### config.mk
export PLATFORM = sky130hd
export DESIGN_NAME = bram_operand_collector
export DESIGN_NICKNAME = d
export VERILOG_FILES = /design/src/rtl/bram_operand_collector.sv
export SDC_FILE = /design/constraint.sdc
export NUM_CORES = 1
export LEC_CHECK = 0
export ABC_AREA = 1
export CAP_MARGIN = 30
export CORE_MARGIN = 5
export CORE_UTILIZATION = 41
export CTS_BUF_LIST = sky130_fd_sc_hd__clkbuf_4
export DETAILED_ROUTE_END_ITERATION = 8
export PLACE_DENSITY = 0.77
export SYNTH_ARGS = -nofsm -noshare
export SYNTH_HDL_FRONTEND = slang
export SYNTH_SLANG_ARGS = --single-unit
### constraint.sdc
create_clock -name clk -period 1.78 [get_ports clk]
set_input_delay 0.445 -clock clk [delete_from_list [all_inputs] [get_ports clk]]
set_output_delay 0.445 -clock clk [all_outputs]
set_load 0.01 [all_outputs]
### src/rtl/bram_operand_collector.sv
// bram_operand_collector: collects BRAM-backed source operands across cycles, then issues
// them through a registered stage with downstream backpressure and a stall watchdog.
`default_nettype none

module bram_operand_collector #(
  parameter int SRC_NUM     = 2,
  parameter int NS_BITS     = 3,
  parameter int DATA_WIDTH  = 16,
  parameter logic [(1<<NS_BITS)-1:0] BRAM_NS_MASK = 8'b0000_1011,
  parameter int CNT_WIDTH   = 8,
  parameter int STALL_LIMIT = 200
) (
  input  logic                               clk,
  input  logic                               reset,
  input  logic                               inst_valid,
  input  logic [SRC_NUM*(1<<NS_BITS)-1:0]    src_decoder_out,
  input  logic [(1<<NS_BITS)-1:0]            ns_out_v,
  input  logic [(1<<NS_BITS)*DATA_WIDTH-1:0] ns_out_data,
  input  logic                               issue_ready,
  output logic [SRC_NUM-1:0]                 src_v_bram,
  output logic                               inst_stall_bram,
  output logic                               op_valid,
  output logic [SRC_NUM*DATA_WIDTH-1:0]      op_data,
  output logic [SRC_NUM-1:0]                 op_from_bram,
  output logic                               stall_timeout,
  output logic [CNT_WIDTH-1:0]               stall_cycles
);

  localparam int NS = 1 << NS_BITS;
  localparam logic [CNT_WIDTH-1:0] CNT_MAX   = '1;
  localparam logic [CNT_WIDTH-1:0] LIMIT_CNT = CNT_WIDTH'(STALL_LIMIT);

  logic [SRC_NUM-1:0]            cap;
  logic [SRC_NUM*DATA_WIDTH-1:0] cap_data;
  logic [SRC_NUM-1:0]            req;
  logic [SRC_NUM-1:0]            hit;
  logic [SRC_NUM-1:0]            avail;
  logic [SRC_NUM*DATA_WIDTH-1:0] hdata;
  logic [NS-1:0]                 sel;
  logic [DATA_WIDTH-1:0]         lane_or;
  logic                          all_ok;
  logic                          fire;

  // A multi-hot select ORs the chosen lanes rather than picking one, so no X can leak.
  always_comb begin
    all_ok  = 1'b1;
    sel     = '0;
    lane_or = '0;
    req     = '0;
    hit     = '0;
    avail   = '0;
    hdata   = '0;
    for (int s = 0; s < SRC_NUM; s++) begin
      sel      = src_decoder_out[s*NS +: NS];
      req[s]   = |(sel & BRAM_NS_MASK);
      hit[s]   = |(sel & ns_out_v & BRAM_NS_MASK);
      avail[s] = cap[s] | hit[s];
      if (req[s] && !avail[s]) all_ok = 1'b0;
      lane_or = '0;
      for (int n = 0; n < NS; n++) begin
        if (sel[n]) lane_or = lane_or | ns_out_data[n*DATA_WIDTH +: DATA_WIDTH];
      end
      hdata[s*DATA_WIDTH +: DATA_WIDTH] = lane_or;
    end
  end

  assign fire            = inst_valid & all_ok & issue_ready;
  assign inst_stall_bram = inst_valid & ~fire;
  assign src_v_bram      = req & avail & {SRC_NUM{inst_valid}};

  always_ff @(posedge clk) begin
    if (reset) begin
      cap           <= '0;
      cap_data      <= '0;
      op_valid      <= 1'b0;
      op_data       <= '0;
      op_from_bram  <= '0;
      stall_cycles  <= '0;
      stall_timeout <= 1'b0;
    end else begin
      op_valid <= fire;
      if (fire) begin
        op_from_bram <= req;
        for (int s = 0; s < SRC_NUM; s++) begin
          if (cap[s])
            op_data[s*DATA_WIDTH +: DATA_WIDTH] <= cap_data[s*DATA_WIDTH +: DATA_WIDTH];
          else if (req[s])
            op_data[s*DATA_WIDTH +: DATA_WIDTH] <= hdata[s*DATA_WIDTH +: DATA_WIDTH];
          else
            op_data[s*DATA_WIDTH +: DATA_WIDTH] <= '0;
        end
      end

      // Captures live only while the same instruction is held and waiting.
      if (!inst_valid || fire) begin
        cap <= '0;
      end else begin
        for (int s = 0; s < SRC_NUM; s++) begin
          if (req[s] && hit[s] && !cap[s]) begin
            cap[s]                               <= 1'b1;
            cap_data[s*DATA_WIDTH +: DATA_WIDTH] <= hdata[s*DATA_WIDTH +: DATA_WIDTH];
          end
        end
      end

      if (inst_stall_bram) begin
        if (stall_cycles != CNT_MAX) stall_cycles <= stall_cycles + 1'b1;
        stall_timeout <= (stall_cycles >= LIMIT_CNT);
      end else begin
        stall_cycles  <= '0;
        stall_timeout <= 1'b0;
      end
    end
  end

endmodule

`default_nettype wire
==> results_dict.tcl <==
set metrics [dict create \
    placementRows 41 \
    criticalPathCategory "reg2out" \
    leakage_nw 3.92 \
    setup_viol 1 \
    wl_mm 20.8 \
    drv_slew 0 \
    p_total_mw 4.86 \
    wire_per_inst_microns 16.1 \
    rsz0062_at_grt "yes" \
    die-area_sq_um 15200 \
    violations "setup timing" \
    clkSinkCount 78 \
    cts_root_buf "clkbuf_4" \
    netlist-cell-type-count 29 \
    critPathCaptureType "output port" \
    whs_ps 474 \
    vias_per_cell 5.31 \
    grt_pass1_wl_mm 32.4 \
    cts_tree "done" \
    cts.hold.buffers_added 0 \
    worstSkewPairLatency_ps 430 \
    finClkSkew_ps 8.95 \
    synth_compound_area_frac 0.0816 \
    timing.rr.end "cap_data[1]" \
    clock_tree.buffer_depth 2 \
    vias 6863 \
    cp_slowest_cell "dfxtp_2" \
    die_y_microns 123 \
    layout_commonest_cell "nand2_1" \
    reg2regPathDepth 10 \
    hpwl_mm 15.5 \
    holdPathEnd "cap_data[3]" \
    synthXorXnorAreaFrac 0.00666 \
    timing.fmax_mhz 537 \
    grt_max_degree 44 \
    h-tree-depth 3 \
    crit_arrival_ps 1420 \
    hold_path_class "in2reg" \
    ir_drop_mv 0.376 \
    post-route-period-util 1.05 \
    area_growth_pct 51.0 \
    p_per_area_nw_per_um2 612 \
    critPathMostFrequentCell "buf_6" \
    synthMuxAreaShare 0 \
    seq_area_frac_synth 0.297 \
    drc_errors 0 \
    startpoint_type "register" \
    avgSynthCellArea_sq_um 5.80 \
    synth_nets 1065 \
    syn-cell-area_sq_um 5260 \
    clk_pin_slew_ps 120 \
    start_util 0.417 \
    critical_path_required_ps 1330 \
    timing.rr.start "cap[1]" \
    critPathMaxStageDelay_ps 360 \
    cts_buffers 9 \
    min_from "inst_valid" \
    drive_above_1_share 0.109 \
    portBuffers 197 \
    ys_ff_latch 78 \
    gp_congestion 0.959 \
    cp_cell_sequence "buf_6 -> a21oi_4 -> nand2_2 -> nand3_4 -> inv_4 -> nor2_4 -> buf_6" \
    synth_cells 907 \
    layout_setup_ws_ps -81.5 \
    grt_pass1_vias 6470 \
    status "complete, but fails checks" \
    pre_cts_ws_ps -761 \
    setup_tns_ps -81.5 \
    yosysWarnings 0 \
    antenna_found_initial 4 \
    die-width_microns 123 \
    maxSlewHeadroom 0.732 \
    synth_fa_ha_area_frac 0.00476 \
    synthSimpleGateAreaFrac 0.491 \
    r2r_slack_ps 100 \
    cap_violations 0 \
    fin_crit_ps 1860 \
    core-area_sq_um 12600 \
    nNetsFinal 1272 \
    ant_nets 0 \
    grt_usage 0.272 \
    layout_common_cells "nand2_1, nor2_1, clkdlybuf4s50_1" \
    finalHoldViolCount 0 \
    drt_iter0_drc 776 \
    hold_depth 5 \
    critPathMaxFanout 3 \
    design.portCount 203 \
    worst_slew_pin_slew_ps 400 \
    grt_overflow_total 0 \
    dr.pass1.iters 6 \
    synth_top_family_by_area "simple AND/OR/NAND/NOR gates" \
]
cells in the mapped netlist:
cell type / n / area (sq um)
clkinv_1: 1 / 3.75
dfxtp_1: 78 / 1560
inv_2: 6 / 22.5
xnor2_1: 3 / 26.3
xor2_1: 1 / 8.76
nand2_1: 340 / 1280
nand3_1: 5 / 25.0
nor3_2: 1 / 10.0
o21ai_0: 30 / 150
nor2_4: 1 / 11.3
clkbuf_1: 32 / 120
nand3_4: 3 / 52.6
buf_1: 10 / 37.5
nand2_4: 1 / 11.3
inv_1: 74 / 278
o22ai_1: 32 / 200
a21oi_2: 1 / 8.76
buf_4: 1 / 7.51
nand4_1: 96 / 601
inv_4: 1 / 6.26
a21oi_1: 8 / 40.0
ha_1: 2 / 25.0
nor2_2: 1 / 6.26
o21ai_1: 6 / 30.0
buf_2: 10 / 50.1
nor2_1: 147 / 552
buf_6: 9 / 101
nor3_1: 5 / 25.0
nand2_2: 2 / 12.5
kinds of logic (layout without fill, tap and decap cells):
logic type               count (synthesis)  in the layout
AO/OA/AOI/OAI                           77             77
adder cells (fa/ha/maj)                  2              2
XOR/XNOR                                 4              4
flip-flops                              78             78
buffers and inverters                  144            354
other                                    0              3
AND/OR/NAND/NOR                        602            603
power breakdown:
| part | leakage, nW | switching (mW) | internal [mW] |
|---|---|---|---|
| combinational | 3.18 | 0.850 | 0.767 |
| clock | 0.0920 | 0.618 | 0.703 |
| sequential | 0.643 | 0.0443 | 1.87 |
critical path: cells and delay by family (launching register included):
kind                   cells  cell delay [ps]
and+or+nand+nor            3              250
buffers and inverters      3              260
AOI/OAI and AO/OA          1              120
DFF                        1              360
area by class of cell:
type | count | area, sq um
fillers | 1226 | 4680
clock inverters | 6 | 111
diodes | 3 | 7.51
well taps | 172 | 215
multi-input cells | 686 | 3130
flip-flops and latches | 78 | 1570
inverters | 82 | 313
clock buffers | 9 | 67.6
repair buffers | 257 | 2520
stage by stage:
stage,cells,util,area [sq um]
2_1_floorplan,907,-,5300
3_3_place_gp,1268,0.608,7670
3_5_place_dp,1268,0.608,7670
4_1_cts,1286,0.622,7850
5_1_grt,1293,0.629,7940
6_report,1293,0.629,7940
flip-flops by register name (all words and copies together) (netlist names):
name and count:
cap_data 32, op_from_bram 2, op_data 32, stall_cycles 8, cap 2, stall_timeout 1
op_valid 1
worst max path at each step:
stage                            endpoint  slack, ps  cells past startpoint                from
final                     inst_stall_bram        -80                      7              cap[1]
after global routing      inst_stall_bram       -180                      7              cap[1]
after CTS                 inst_stall_bram       -110                      7              cap[1]
after detailed placement  inst_stall_bram       -760                      8  src_decoder_out[9]
after global placement      src_v_bram[0]       -740                      8  src_decoder_out[0]
after floorplan           inst_stall_bram        -10                     10  src_decoder_out[1]
metal layers:
metal	global-route usage	share of wire
met4	0.122	0.045
met5	0	0.00082
met3	0.0508	0.094
met1	0.337	0.38
met2	0.460	0.48
what timing repair did:
item,CTS,global route
buffers inserted,3,3
gates resized for setup,77,28
pin swaps,5,8
setup endpoints to repair,92,72
cloned,0,1
Power figures use the tool's default switching activity.
